--- config.mk ---
export PLATFORM = sky130hd
export DESIGN_NAME = twenty_bit_down_counter
export DESIGN_NICKNAME = d
export VERILOG_FILES = /design/src/rtl/twenty_bit_down_counter_pkg.sv /design/src/rtl/twenty_bit_down_counter_dec.sv /design/src/rtl/twenty_bit_down_counter.sv
export SDC_FILE = /design/constraint.sdc
export NUM_CORES = 1
export LEC_CHECK = 0
export ABC_CLOCK_PERIOD_IN_PS = 10050
export CAP_MARGIN = 20
export CORE_ASPECT_RATIO = 1.2
export CORE_UTILIZATION = 50
export CTS_BUF_LIST = sky130_fd_sc_hd__clkbuf_16
export DETAILED_ROUTE_END_ITERATION = 10
export PLACE_DENSITY = 0.85
export SYNTH_ARGS = -nofsm -noshare
export SYNTH_HDL_FRONTEND = slang
export SYNTH_SLANG_ARGS = --single-unit
--- constraint.sdc ---
create_clock -name clk -period 10.05 [get_ports clk]
set_clock_uncertainty 0.1 [all_clocks]
set_input_delay 2.5125 -clock clk [delete_from_list [all_inputs] [get_ports clk]]
set_output_delay 2.5125 -clock clk [all_outputs]
set_load 0.01 [all_outputs]
--- src/rtl/twenty_bit_down_counter_pkg.sv ---
// Shared definitions for the 20-bit down-counter: operand width and FSM encoding.
// Optional feature macro used by the top level: SATURATE_EN (hold at zero on step underflow).
package twenty_bit_down_counter_pkg;

  localparam int WIDTH = 20;

  typedef enum logic [1:0] {
    IDLE  = 2'd0,
    COUNT = 2'd1,
    DONE  = 2'd2
  } state_t;

endpackage

--- src/rtl/twenty_bit_down_counter_dec.sv ---
// Combinational ripple decrementer built from a half-subtractor chain.
// bout is the borrow out of the top bit, i.e. high exactly when a == 0.
module twenty_bit_dec #(
  parameter int WIDTH = twenty_bit_down_counter_pkg::WIDTH
) (
  input  logic [WIDTH-1:0] a,
  output logic [WIDTH-1:0] out,
  output logic             bout
);

  // b[gi] is the borrow into bit gi; subtracting one injects a borrow at bit 0.
  logic [WIDTH:0] b;

  assign b[0] = 1'b1;

  generate
    for (genvar gi = 0; gi < WIDTH; gi++) begin : g_half_sub
      assign out[gi]  = a[gi] ^ b[gi];
      assign b[gi+1]  = ~a[gi] & b[gi];
    end
  endgenerate

  assign bout = b[WIDTH];

endmodule

--- src/rtl/twenty_bit_down_counter.sv ---
// Loadable 20-bit down-counter with run-to-zero countdown, single-step decrement and borrow-out.
// Define SATURATE_EN to make a step at zero hold the count at zero (borrow still pulses).
module twenty_bit_down_counter #(
  parameter int WIDTH = twenty_bit_down_counter_pkg::WIDTH
) (
  input  logic             clk,
  input  logic             rst,
  input  logic             start,
  input  logic             step,
  input  logic             en,
  input  logic [WIDTH-1:0] load_val,
  output logic [WIDTH-1:0] count,
  output logic             busy,
  output logic             done,
  output logic             zero,
  output logic             borrow
);

  import twenty_bit_down_counter_pkg::*;

  state_t           state_reg, state_next;
  logic [WIDTH-1:0] count_reg, count_next;
  logic             borrow_reg, borrow_next;
  logic [WIDTH-1:0] dec_out;
  logic             dec_bout;

  twenty_bit_dec #(.WIDTH(WIDTH)) u_dec (
    .a    (count_reg),
    .out  (dec_out),
    .bout (dec_bout)
  );

  always_ff @(posedge clk or posedge rst) begin
    if (rst) begin
      state_reg  <= IDLE;
      count_reg  <= '0;
      borrow_reg <= 1'b0;
    end else begin
      state_reg  <= state_next;
      count_reg  <= count_next;
      borrow_reg <= borrow_next;
    end
  end

  always_comb begin
    state_next  = state_reg;
    count_next  = count_reg;
    borrow_next = 1'b0;
    unique case (state_reg)
      IDLE: begin
        if (start) begin
          count_next = load_val;
          state_next = (load_val != '0) ? COUNT : DONE;
        end else if (step) begin
          borrow_next = dec_bout;
`ifdef SATURATE_EN
          count_next  = dec_bout ? count_reg : dec_out;
`else
          count_next  = dec_out;
`endif
        end
      end
      COUNT: begin
        // Countdown leaves at 1, so the decrement here can never borrow.
        if (en) begin
          count_next = dec_out;
          if (dec_out == '0) state_next = DONE;
        end
      end
      DONE:    state_next = IDLE;
      default: state_next = IDLE;
    endcase
  end

  always_comb begin
    busy   = (state_reg == COUNT);
    done   = (state_reg == DONE);
    zero   = (count_reg == '0);
    count  = count_reg;
    borrow = borrow_reg;
  end

endmodule
; ---- Word level (Yosys, flattened, before mapping)
; Index checks and enable logic that the tools add are counted.
[word_totals]
register_bits = 23
latch_bits = 0
ram_bits = 0
romBits = 0
inputBits = 25
out_inout_bits = 24
wordCells = 86
n_memories = 0
[classes]
add_sub_neg = 0
n_mul = 0
div = 0
magnitude_cmp = 0
eq_ne = 6
shift = 0
n_mux = 12
n_bitwise = 58
reduce_logical = 7
[op_table]
columns = op, count
row1 = 20-bit two-way mux, 3
row2 = 20-bit logical NOT, 2
row3 = 20-bit case mux with 2 select lines, 1
row4 = 1-bit NOT, 20
row5 = 20-bit nonzero test, 1
row6 = 1-bit AND, 19
row7 = 1-bit bitwise XOR, 19
row8 = 2-bit two-way mux, 4
row9 = 3-bit AND reduction, 2
row10 = 2-bit inequality test (second input constant), 2
row11 = 2-bit case mux with 2 select lines, 1
row12 = 1-bit two-way mux, 3
row13 = 3-bit inequality test (second input constant), 1
row14 = 2-bit by 1-bit equality test with 1-bit output (second input constant), 1
row15 = 2-bit equality test (second input constant), 1
row16 = 2-bit logical NOT, 1
row17 = 2-bit by 1-bit inequality test with 1-bit output (second input constant), 1
row18 = 2-bit nonzero test, 1

; ---- Longest topological paths before layout
; Gate-level depths: netlist of the first run.
[logic_depth]
ltp_word = 24
depth_mapped = 24
ltp_nobuf = 24

; ---- Cells and area by module
; A second synthesis of the first run with hierarchy kept.
[hier_totals]
hier_cells = 186
hier_area_um2 = 1615.3
[modules_own_cells]
columns = mod, instances, cells_each, area_per_inst_um2, seq_area_each_um2
row1 = twenty_bit_down_counter, 1, 128, 1231.2, 575.6
row2 = twenty_bit_dec, 1, 58, 384.1, 0.0

; ---- Worst setup path before layout of the first run
; Ideal clock, no wire load.
[synth_timing]
path_type = flip-flop to flip-flop
from = register count_reg[0], in the netlist count[0]
to = register state_reg[0]
setup_time_ps = 130
t_arrival_ps = 4331
t_required_ps = 9820
slack_ps = 5489
path_stages_with_launch = 25
path_buffers = 0
synth_period_minus_slack_ps = 4561
cell_sequence = dfrtp_1 -> inv_1 -> ha_1 -> ha_1 -> ha_1 -> ha_1 -> ha_1 -> ha_1 -> ha_1 -> ha_1 -> ha_1 -> ha_1 -> ha_1 -> ha_1 -> ha_1 -> ha_1 -> ha_1 -> ha_1 -> ha_1 -> ha_1 -> ha_1 -> nand4_1 -> nor3_1 -> and4_1 -> nor4_1
[synth_between]
elab_chain_len = 23
word_cells_on_any_way = 41
classes_between = eq/ne (1) / bitwise (38) / reduce/logical (2)
[synth_rtl]
columns = element, line
row1 = from (decl), twenty_bit_down_counter.sv:22  ; logic [WIDTH-1:0] count_reg, count_next;
row2 = from (signal assigned), twenty_bit_down_counter.sv:40  ; count_reg <= count_next;
row3 = 1-bit NOT (*), twenty_bit_down_counter_dec.sv:19  ; assign b[gi+1] = ~a[gi] & b[gi];
row4 = 1-bit AND (18 in a row), twenty_bit_down_counter_dec.sv:19
row5 = 1-bit bitwise XOR, twenty_bit_down_counter_dec.sv:18  ; assign out[gi] = a[gi] ^ b[gi];
row6 = 20-bit logical NOT (*), twenty_bit_down_counter.sv:67  ; if (dec_out == '0) state_next = DONE;
row7 = 2-bit by 1-bit inequality test with 1-bit output (no line) (*), -
row8 = 3-bit AND reduction (no line) (*), -
row9 = to (signal assigned), twenty_bit_down_counter.sv:39  ; state_reg <= state_next;
row10 = to (decl), twenty_bit_down_counter.sv:21  ; state_t state_reg, state_next;
; Mark *: on every way between the ends. The rest lies on a longest branch, timed or not.
; A chain may end at the register's enable or synchronous reset.

; ---- Worst setup path after layout of the first run
; Ends and elaborated chain as after synthesis.

==> out/qor.csv, run 1 <==
stage;metric;value;unit
run_status;status;finished, final reports clean;
timing;Hold Violations, Final;0;
cts;Resized cells post-CTS;0;
timing;Final TNS setup;0;ps
setup_path;R2R cell count;24;
setup_path;Critical Path Most Common Cell;ha_1;
floorplan;initial cell density of the core;0.539;
setup_path;critical path required time;10080;ps
global_route;met1 GRT Util;0.348;
timing;relative slew slack;0.484;
setup_path;RR Startpoint;count[0];
route;post-DR wirelength/cell;16.3;um
cts;H-tree levels;1;
pwr;switching pwr;0.185;mW
timing;crit share post-route;0.498;
cts;Hold Buf Count CTS;0;
setup_path;Crit path arrival time;5030;ps
pwr;pwr dens;222;nW/um^2
setup_path;Cell Chain, Critical Path;inv_1 -> ha_1 -> ha_1 -> ha_1 -> ha_1 -> ha_1 -> ha_1 -> ha_1 -> ha_1 -> ha_1 -> ha_1 -> ha_1 -> ha_1 -> ha_1 -> ha_1 -> ha_1 -> ha_1 -> ha_1 -> ha_1 -> ha_1 -> nand4_1 -> nor3_1 -> and4_1 -> nor4_1;
cts;CTS root buffer;clkbuf_16;
pwr;total power;0.480;mW
synthesis;Yosys warnings;0;
pwr;Worst VDD drop;165;uV
floorplan;core area;2860;um^2
worst_hold_path;HP Class;flop to flop;
floorplan;die height;62.9;um
setup_path;CP max-delay cell;dfrtp_1;
setup_path;CP peak stage delay;380;ps
global_route;GR Util met3;0.0608;
route;number of remaining DRC errors;0;
cts;Clock Tree Buf Depth;2;
route;total wire length;4240;um
worst_hold_path;Worst Hold End;state_reg[1];
cells_and_area;area grow syn2layout;40.2;%
route;Detail Route Antenna Nets;0;
pwr;Logic pwr share;0.496;
floorplan;Site Rows;21;
placed_design;Routability Congestion;0.983;
synthesis;Synth Instances;183;
setup_path;crit path kind;flop to flop;
placed_design;post-detail-place hpwl;3160;um
floorplan;die width;52.7;um
pwr;Sequential Power Share;0.322;
setup_path;flop2flop setup slack;5050;ps
global_route;first-pass GRT wire length;7130;um
placed_design;PortBufs;48;
timing;# setup viols final;0;
route;Via density;5.95;
synthesis;Mapped Area;1540;um^2
placed_design;pre-CTS setup slack;5020;ps
cells_and_area;final core occ;0.756;
cts;Skew-Pair Late Insertion Delay;260;ps
synthesis;synthesis-stage register bit count;23;
pwr;Sw Share;0.385;
floorplan;I/O pin cnt;49;
worst_hold_path;min-delay src;state_reg[1];
timing;worst slew pin tran;774;ps
cells_and_area;share of cells above drive strength 1;0.0396;
floorplan;DIE AREA;3310;um^2
global_route;global routing met2 resource utilization;0.476;
cts;# Post-CTS Setup Buffers;0;
pwr;P_int;0.295;mW
cts;Worst-path clk slew;60;ps
route;Starting DRT DRC Count;35;
global_route;vias in the first global route;1545;
route;DR vias;1554;
synthesis;post-synth net total;228;
global_route;GR Overflow Total;0;
worst_hold_path;hold depth;1;
route;drt first pass iters;4;
setup_path;Startpoint Class;flop;
setup_path;FF-to-FF End;state_reg[0];
cells_and_area;max FFs per register;20;
setup_path;Worst setup EP type;flop;
pwr;Leak;0.945;nW
global_route;largest net degree at the start of global routing;41;
synthesis;Syn Area/Cell;8.44;um^2
global_route;most used routing layer;met2;
synthesis;distinct cell type count after synthesis;23;
cells_and_area;number of diodes;0;
cells_and_area;nets@finish;273;
synthesis;sequential area share after synthesis;0.373;
timing;Fmax achieved;200;MHz
timing;RSZ-0062 raised after global routing;false;
cts;CTS Sinks;23;
timing;worst setup margin;5050;ps
job;Max-Cap Viols;0;
cts;CTS tree;yes;
cts;cts bufs inserted;3;
timing;Period minus WS final;5000;ps
global_route;Tot GR Track Use;0.294;
timing;max-slew violation count;0;
pwr;Clk pwr share;0.182;
global_route;initial antenna violation count;0;
setup_path;largest fanout on the critical path;4;
cells by family (layout without fill, tap and decap cells):
family	count (synthesis)	in the layout	share of synthesized area
simple gates	44	44	0.157
compound gates	63	63	0.228
buf+inv	33	77	0.0802
fa+ha+maj	20	20	0.162
flops	23	23	0.373
power by group through the flow:
stage	clock, mW	combinational, mW	sequential, mW
after CTS	0.0880	0.232	0.153
after detailed placement	0	0.228	0.155
after global placement	0	0.220	0.153
after floorplan	0	0.113	0.163
after global routing	0.0926	0.265	0.159
final	0.0871	0.238	0.154
cell type report:
cell class / instances / area [um^2]
Sequential cell: 23 / 576
Tap cell: 34 / 42.5
Clock buffer: 3 / 75.1
Timing Repair Buffer: 50 / 536
Inverter: 23 / 86.3
Clock inverter: 1 / 5.00
Multi-Input combinational cell: 127 / 845
Fill cell: 222 / 699
per-layer routing:
layer | routed length (um) | vias to the layer above
met3 | 253 | 13
met4 | 125 | 0
li1 | - | 752
met5 | 0 | -
met1 | 1670 | 712
met2 | 2190 | 77
worst max-delay path by stage:
stage,from,to,slack (ps),depth (start not counted)
2_1_floorplan,count[0],state_reg[0],5490,24
3_3_place_gp,start,count[10],5210,4
3_5_place_dp,start,count[15],5020,4
4_1_cts,count[0],state_reg[0],5090,24
5_1_grt,count[0],state_reg[1],4770,24
6_report,count[0],state_reg[0],5050,24
per-stage QoR:
step | hold slack [ps] | std cells | cell area [um^2]
4_1_cts | 422 | 259 | 2110
6_report | 427 | 261 | 2160
3_3_place_gp | 399 | 255 | 2030
2_1_floorplan | 374 | 183 | 1540
3_5_place_dp | 408 | 255 | 2030
5_1_grt | 469 | 261 | 2160
layout by cell type, fill, tap and decap left out, drive strengths merged, types with 2 or more instances in the layout:
cell | Yosys | routed
buf | 0 | 2
o21ai | 13 | 13
inv | 23 | 23
clkbuf | 10 | 3
or4 | 2 | 2
nand4 | 6 | 6
dfrtp | 23 | 23
nor2 | 3 | 3
a211oi | 7 | 7
nand3 | 2 | 2
ha | 20 | 20
nor4 | 9 | 9
nand2 | 14 | 14
nand2b | 2 | 2
clkdlybuf4s50 | 0 | 48
nor3 | 2 | 2
a21oi | 39 | 39
critical path: cells and delay by family (launching register included):
kind                     cells  cell delay (ps)
adder cells (fa/ha/maj)     19             3680
buffers and inverters        1               70
flip-flops                   1              380
AND/OR/NAND/NOR              4              640
cell usage after synthesis:
cell | count | area (um^2)
a211o_1 | 1 | 8.76
a211oi_1 | 7 | 52.6
a21o_1 | 1 | 7.51
a21oi_1 | 39 | 195
a221oi_2 | 1 | 15.0
and2_1 | 1 | 6.26
and4_1 | 1 | 8.76
clkbuf_1 | 10 | 37.5
dfrtp_1 | 23 | 576
ha_1 | 20 | 250
inv_1 | 23 | 86.3
nand2_1 | 14 | 52.6
nand2b_1 | 2 | 12.5
nand3_1 | 2 | 10.0
nand4_1 | 6 | 37.5
nor2_1 | 3 | 11.3
nor2b_1 | 1 | 6.26
nor3_1 | 2 | 10.0
nor4_1 | 9 | 56.3
nor4b_1 | 1 | 8.76
o21ai_0 | 13 | 65.1
o21bai_1 | 1 | 7.51
or4_4 | 2 | 22.5
(Power assumes the default switching activity.)
==> run 2, diff against run 1 <==
--- a/config.mk
+++ b/config.mk
@@ -5,13 +5,13 @@
 export SDC_FILE = /design/constraint.sdc
 export NUM_CORES = 1
 export LEC_CHECK = 0
-export ABC_CLOCK_PERIOD_IN_PS = 10050
+export ABC_CLOCK_PERIOD_IN_PS = 4000
 export CAP_MARGIN = 20
 export CORE_ASPECT_RATIO = 1.2
-export CORE_UTILIZATION = 50
+export CORE_UTILIZATION = 42
 export CTS_BUF_LIST = sky130_fd_sc_hd__clkbuf_16
 export DETAILED_ROUTE_END_ITERATION = 10
-export PLACE_DENSITY = 0.85
+export PLACE_DENSITY = 0.76
 export SYNTH_ARGS = -nofsm -noshare
 export SYNTH_HDL_FRONTEND = slang
 export SYNTH_SLANG_ARGS = --single-unit
==> constraint.sdc (replaced) <==
create_clock -name clk -period 4 [get_ports clk]
set_clock_uncertainty 0.1 [all_clocks]
set_input_delay 1 -clock clk [delete_from_list [all_inputs] [get_ports clk]]
set_output_delay 1 -clock clk [all_outputs]
set_load 0.01 [all_outputs]
==> run 2 against run 1 <==
Sequential share of layout area down 2.9 points; critical path depth unchanged; the flow now finishes with violations (DRC, setup timing); largest power group unchanged; largest cell class unchanged; cell area up 12%; critical path type unchanged; core utilization is 4.7 points lower.
==> out/qor.csv, run 2 (synthesis results as in run 1) <==
stage;metric;value;unit;change
worst_hold_path;HP Class;flop to flop;;
global_route;Tot GR Track Use;0.268;;-0.0269
cells_and_area;final instance area;2430;um^2;+12%
placed_design;placed cell areas;2320;um^2;+14%
setup_path;R2R cell count;24;;unchanged
global_route;GR Overflow Total;0;;unchanged
worst_hold_path;hold depth;2;;+1
floorplan;die height;68.4;um;+8.8%
route;Starting DRT DRC Count;70;;+100%
global_route;largest net degree at the start of global routing;24;;-41%
timing;relative slew slack;0.405;;-0.0792
timing;worst slew pin tran;892;ps;+118 ps
placed_design;PortBufs;48;;unchanged
cells_and_area;final cell count without fillers;271;;+3.8%
cts;Clock Tree Buf Depth;2;;unchanged
timing;Fmax achieved;234;MHz;+17%
timing;max-slew violation count;0;;unchanged
cts;H-tree levels;1;;unchanged
route;number of remaining DRC errors;4;;+4
route;DR vias;1597;;+2.8%
setup_path;flop2flop setup slack;-270;ps;-5320 ps
setup_path;largest fanout on the critical path;2;;-2
global_route;first-pass GRT wire length;7760;um;+8.7%
timing;Period minus WS final;4270;ps;-728 ps
route;post-DR wirelength/cell;17.9;um;+9.8%
cts;Skew-Pair Late Insertion Delay;250;ps;about the same
pwr;Worst VDD drop;295;uV;+78%
floorplan;DIE AREA;3920;um^2;+18%
timing;crit share post-route;1.07;;+0.571
global_route;initial antenna violation count;0;;unchanged
cts;CTS Sinks;23;;unchanged
setup_path;FF-to-FF End;state_reg[1];;
cts;Worst-path clk slew;60;ps;about the same
cells_and_area;area grow syn2layout;57.1;%;
placed_design;Routability Congestion;0.889;;-9.6%
timing;# setup viols final;3;;+3
pwr;Sequential Power Share;0.290;;-0.032
placed_design;pre-CTS setup slack;-285;ps;-5300 ps
pwr;Logic pwr share;0.551;;+0.055
pwr;P_int;0.823;mW;+180%
setup_path;RR Startpoint;count[0];;
setup_path;critical path required time;4060;ps;-6020 ps
setup_path;Worst setup EP type;flop;;
floorplan;core area;3420;um^2;+20%
floorplan;die width;57.4;um;+8.8%
cells_and_area;nets@finish;280;;+2.6%
cells_and_area;commonest non-fill, non-tap cells in the layout;clkdlybuf4s50_1, a21oi_1, dfrtp_1;;
route;drt first pass iters;8;;+4
worst_hold_path;min-delay src;count[8];;
floorplan;I/O pin cnt;49;;unchanged
placed_design;post-detail-place hpwl;3740;um;+18%
route;Detail Route Antenna Nets;0;;unchanged
pwr;Clk pwr share;0.159;;-0.023
setup_path;Startpoint Class;flop;;
run_status;status;finished, violations left;;
cells_and_area;most common cell after layout, fill and taps aside;clkdlybuf4s50_1;;
route;Via density;5.89;;-1.0%
cts;CTS root buffer;clkbuf_16;;
cells_and_area;share of cells above drive strength 1;0.162;;+0.123
global_route;vias in the first global route;1628;;+5.4%
cts;cts bufs inserted;3;;unchanged
floorplan;Site Rows;23;;+9.5%
setup_path;Crit path arrival time;4340;ps;-690 ps
cells_and_area;number of diodes;0;;unchanged
pwr;switching pwr;0.515;mW;+180%
pwr;Sw Share;0.385;;-0.000707
job;Max-Cap Viols;0;;unchanged
setup_path;crit path kind;flop to flop;;
cts;CTS tree;yes;;
pwr;Leak;0.956;nW;+1.1%
run_status;failing checks;DRC, setup timing;;
timing;worst setup margin;-275;ps;-5320 ps
placed_design;Inst Count DP;265;;+3.9%
floorplan;initial cell density of the core;0.451;;-0.0882
worst_hold_path;Worst Hold End;count[8];;
timing;Hold Violations, Final;0;;unchanged
timing;RSZ-0062 raised after global routing;true;;
pwr;pwr dens;551;nW/um^2;+150%
route;total wire length;4840;um;+14%
cells_and_area;max FFs per register;20;;unchanged
[run 2: power by group through the flow]
| stage | logic [mW] | clock network [mW] | registers (mW) |
|---|---|---|---|
| after floorplan | 0.358 | 0 | 0.410 |
| after global placement | 0.704 | 0 | 0.387 |
| after detailed placement | 0.710 | 0 | 0.389 |
| after CTS | 0.732 | 0.217 | 0.388 |
| after global routing | 0.810 | 0.226 | 0.399 |
| final | 0.737 | 0.213 | 0.388 |
[run 2: how the worst max path moves through the flow]
stage	start	endpoint	slack, ps	cells after the start
after floorplan	count[0]	state_reg[0]	-220	24
after global placement	count[1]	state_reg[1]	-190	24
after detailed placement	count[1]	state_reg[1]	-290	24
after CTS	count[0]	state_reg[1]	-280	24
after global routing	count[0]	state_reg[1]	-390	24
final	count[0]	state_reg[1]	-270	24
[run 2: metrics by stage]
stage / total power, mW / utilization / setup TNS [ps] / hold slack, ps
2_1_floorplan: 0.769 / - / -440 / 374
3_3_place_gp: 1.09 / 0.677 / -380 / 411
3_5_place_dp: 1.10 / 0.677 / -560 / 421
4_1_cts: 1.34 / 0.705 / -532 / 429
5_1_grt: 1.43 / 0.708 / -885 / 451
6_report: 1.34 / 0.708 / -576 / 433
[run 2: area by class of cell]
type	count	area, um^2
fill	269	998
multi-input combinational	127	1090
clock buffer	3	75.1
clock inverter	1	3.75
sequential	23	576
tap	37	46.3
timing repair buffer	57	548
inverter	23	86.3
[run 2: worst max-delay path: stages, from the launching register on]
cell,delay [ps]
dfrtp_1,360
inv_2,60
ha_4,160
ha_4,150
ha_4,150
ha_4,150
ha_4,150
ha_4,150
ha_4,150
ha_4,160
ha_4,150
ha_4,160
ha_4,160
ha_4,160
ha_4,160
ha_4,150
ha_4,150
ha_4,150
ha_4,160
ha_4,160
ha_4,260
nand4_1,90
nor3_2,170
nand2_1,100
a221oi_2,230
[run 2: repair_timing]
action	in CTS	in global routing
endpoints found under the setup margin	3	3
gates resized for setup	3	2
hold buffers	0	0
pin swaps	7	1
buffers inserted	1	1
[run 2: metal layers]
layer  GRT usage  wire length [um]  vias up
met2       0.500              2490       69
met1       0.292              1900      758
met5           0                 0        -
met4       0.134               142        0
li1            -                 -      757
met3      0.0435               301       13
==> run 3, diff against run 2 <==
--- a/config.mk
+++ b/config.mk
@@ -11,7 +11,9 @@
 export CORE_UTILIZATION = 42
 export CTS_BUF_LIST = sky130_fd_sc_hd__clkbuf_16
 export DETAILED_ROUTE_END_ITERATION = 10
+export GPL_TIMING_DRIVEN = 0
 export PLACE_DENSITY = 0.76
+export SKIP_LAST_GASP = 1
 export SYNTH_ARGS = -nofsm -noshare
 export SYNTH_HDL_FRONTEND = slang
 export SYNTH_SLANG_ARGS = --single-unit
==> run 3 against run 2 <==
The flow still finishes with violations (DRC, setup timing); critical endpoint unchanged; combinational power is 2.8% lower; highest routed layer unchanged; die area stayed put; cell count is 1.5% higher; setup slack better by 6.2 ps; register-to-register slack hardly changed; non-clock buffer count is 4 higher; first-iteration DRC count is 16% higher; core utilization hardly changed.
==> out/qor.csv, run 3 (synthesis results as in run 1) <==
stage;metric;value;unit;change
run_status;status;finished, violations left;;
run_status;failing checks;DRC, setup timing;;
route;Starting DRT DRC Count;81;;+16%
setup_path;flop2flop setup slack;-270;ps;about the same
pwr;Logic pwr share;0.542;;-0.009
job;Max-Cap Viols;0;;unchanged
placed_design;Inst Count DP;268;;+1.1%
cts;cts bufs inserted;3;;unchanged
timing;relative slew slack;0.413;;+0.00817
floorplan;initial cell density of the core;0.451;;unchanged
cts;H-tree levels;1;;unchanged
global_route;vias in the first global route;1678;;+3.1%
pwr;Leak;0.940;nW;-1.7%
floorplan;die height;68.4;um;unchanged
timing;RSZ-0062 raised after global routing;true;;
pwr;Worst VDD drop;375;uV;+27%
cts;Skew-Pair Late Insertion Delay;260;ps;about the same
worst_hold_path;min-delay src;count[15];;
placed_design;Routability Congestion;0.858;;-3.4%
pwr;total power;1.32;mW;-1.4%
worst_hold_path;hold depth;2;;unchanged
placed_design;post-detail-place hpwl;3740;um;about the same
cells_and_area;area grow syn2layout;57.1;%;about the same
timing;Period minus WS final;4270;ps;-6.22 ps
cells_and_area;most common cell after layout, fill and taps aside;clkdlybuf4s50_1;;
timing;max-slew violation count;0;;unchanged
timing;Fmax achieved;234;MHz;+0.15%
floorplan;Site Rows;23;;unchanged
floorplan;die width;57.4;um;unchanged
cells_and_area;max FFs per register;20;;unchanged
setup_path;R2R cell count;24;;unchanged
cts;Clock Tree Buf Depth;2;;unchanged
cells_and_area;commonest non-fill, non-tap cells in the layout;clkdlybuf4s50_1, a21oi_1, dfrtp_1;;
global_route;largest net degree at the start of global routing;24;;unchanged
route;drt first pass iters;9;;+1
pwr;pwr dens;544;nW/um^2;-1.3%
setup_path;Crit path arrival time;4340;ps;about the same
route;Detail Route Antenna Nets;0;;unchanged
cells_and_area;nets@finish;284;;+1.4%
global_route;global routing met2 resource utilization;0.475;;-0.0247
global_route;GR Util met3;0.0170;;-0.0265
timing;crit share post-route;1.07;;-0.00156
placed_design;PortBufs;48;;unchanged
cts;CTS root buffer;clkbuf_16;;
worst_hold_path;HP Class;flop to flop;;
global_route;first-pass GRT wire length;7600;um;-2.0%
cts;Worst-path clk slew;60;ps;about the same
pwr;Sw Share;0.391;;+0.00645
route;Via density;5.82;;-1.2%
route;DR vias;1601;;+0.25%
global_route;most used routing layer;met2;;
floorplan;I/O pin cnt;49;;unchanged
floorplan;core area;3420;um^2;unchanged
global_route;GR Overflow Total;0;;unchanged
global_route;met1 GRT Util;0.316;;+0.0238
pwr;P_int;0.804;mW;-2.4%
timing;worst setup margin;-269;ps;+6.22 ps
route;total wire length;4700;um;-2.8%
cells_and_area;final cell count without fillers;275;;+1.5%
cells_and_area;number of diodes;0;;unchanged
route;post-DR wirelength/cell;17.1;um;-4.2%
cts;Hold Buf Count CTS;0;;unchanged
pwr;Sequential Power Share;0.294;;+0.004
setup_path;Worst setup EP type;flop;;
setup_path;critical path required time;4070;ps;about the same
setup_path;Startpoint Class;flop;;
cells_and_area;share of cells above drive strength 1;0.139;;-0.0237
floorplan;DIE AREA;3920;um^2;unchanged
pwr;Clk pwr share;0.163;;+0.004
setup_path;largest fanout on the critical path;2;;unchanged
global_route;Tot GR Track Use;0.259;;-0.00840
cts;CTS tree;yes;;
setup_path;crit path kind;flop to flop;;
global_route;initial antenna violation count;0;;unchanged
timing;# setup viols final;3;;unchanged
timing;Hold Violations, Final;0;;unchanged
pwr;switching pwr;0.516;mW;+0.30%
route;number of remaining DRC errors;4;;unchanged
timing;Final TNS setup;-545;ps;+30.8 ps
setup_path;RR Startpoint;count[0];;
setup_path;FF-to-FF End;state_reg[1];;
timing;worst slew pin tran;880;ps;-12.2 ps
cts;CTS Sinks;23;;unchanged
worst_hold_path;Worst Hold End;count[15];;
[run 3: changes by cell type in the layout (fill, tap and decap cells not counted), sizes merged]
cell	before	now
clkbuf	3	13
buf	9	3
[run 3: final cells by class]
cell class              count  area [um^2]
multi-input cells         127         1100
fillers                   256         1000
flip-flops and latches     23          576
repair buffers             51          503
inverters                  23         86.3
clock buffers               3         75.1
well taps                  37         46.3
plain buffers              10         37.5
clock inverters             1         3.75
[run 3: worst max-delay path, stage by stage, from the launching register on]
cell and delay, ps:
dfrtp_1 370, inv_2 60, ha_4 160, ha_4 150, ha_4 150, ha_4 150, ha_4 160, ha_4 150
ha_4 150, ha_4 160, ha_4 150, ha_4 150, ha_4 150, ha_4 150, ha_4 160, ha_4 150
ha_4 150, ha_4 150, ha_4 160, ha_4 160, ha_4 250, nand4_1 80, nor3_2 170, nand2_1 90
a221oi_2 240
[run 3: timing repair]
| action | 4_1_cts | 5_1_grt |
|---|---|---|
| endpoints found under the hold margin | 0 | 0 |
| setup buffers | 2 | 1 |
| pin swaps | 5 | 1 |
| gates resized for setup | 0 | 6 |
| setup endpoints to repair | 3 | 4 |
[run 3: worst max path at each step]
| stage | slack (ps) | cells past startpoint | start | end |
|---|---|---|---|---|
| after detailed placement | -410 | 24 | count[0] | state_reg[1] |
| after global placement | -350 | 24 | count[0] | state_reg[1] |
| final | -270 | 24 | count[0] | state_reg[1] |
| after CTS | -310 | 24 | count[0] | state_reg[1] |
| after global routing | -400 | 24 | count[0] | state_reg[1] |
| after floorplan | -220 | 24 | count[0] | state_reg[0] |
[run 3: power by group through the flow]
stage | registers (mW) | logic (mW) | clock network [mW]
global route | 0.400 | 0.792 | 0.223
global placement | 0.387 | 0.667 | 0
detailed placement | 0.395 | 0.676 | 0
floorplan | 0.410 | 0.358 | 0
CTS | 0.387 | 0.696 | 0.214
finish | 0.389 | 0.716 | 0.215
[run 3: per-stage QoR]
step	instance area [um^2]	hold WS (ps)	setup WS, ps	utilization
finish	2420	446	-269	0.708
global placement	2300	404	-349	0.673
floorplan	1780	374	-220	-
global route	2420	480	-400	0.708
detailed placement	2300	430	-406	0.673
CTS	2400	438	-310	0.700
[run 3: metal layers]
layer  wire, um  part of all wire
met5          0                 0
met4         77             0.016
met3        228             0.048
met2       2370              0.50
met1       2030              0.43
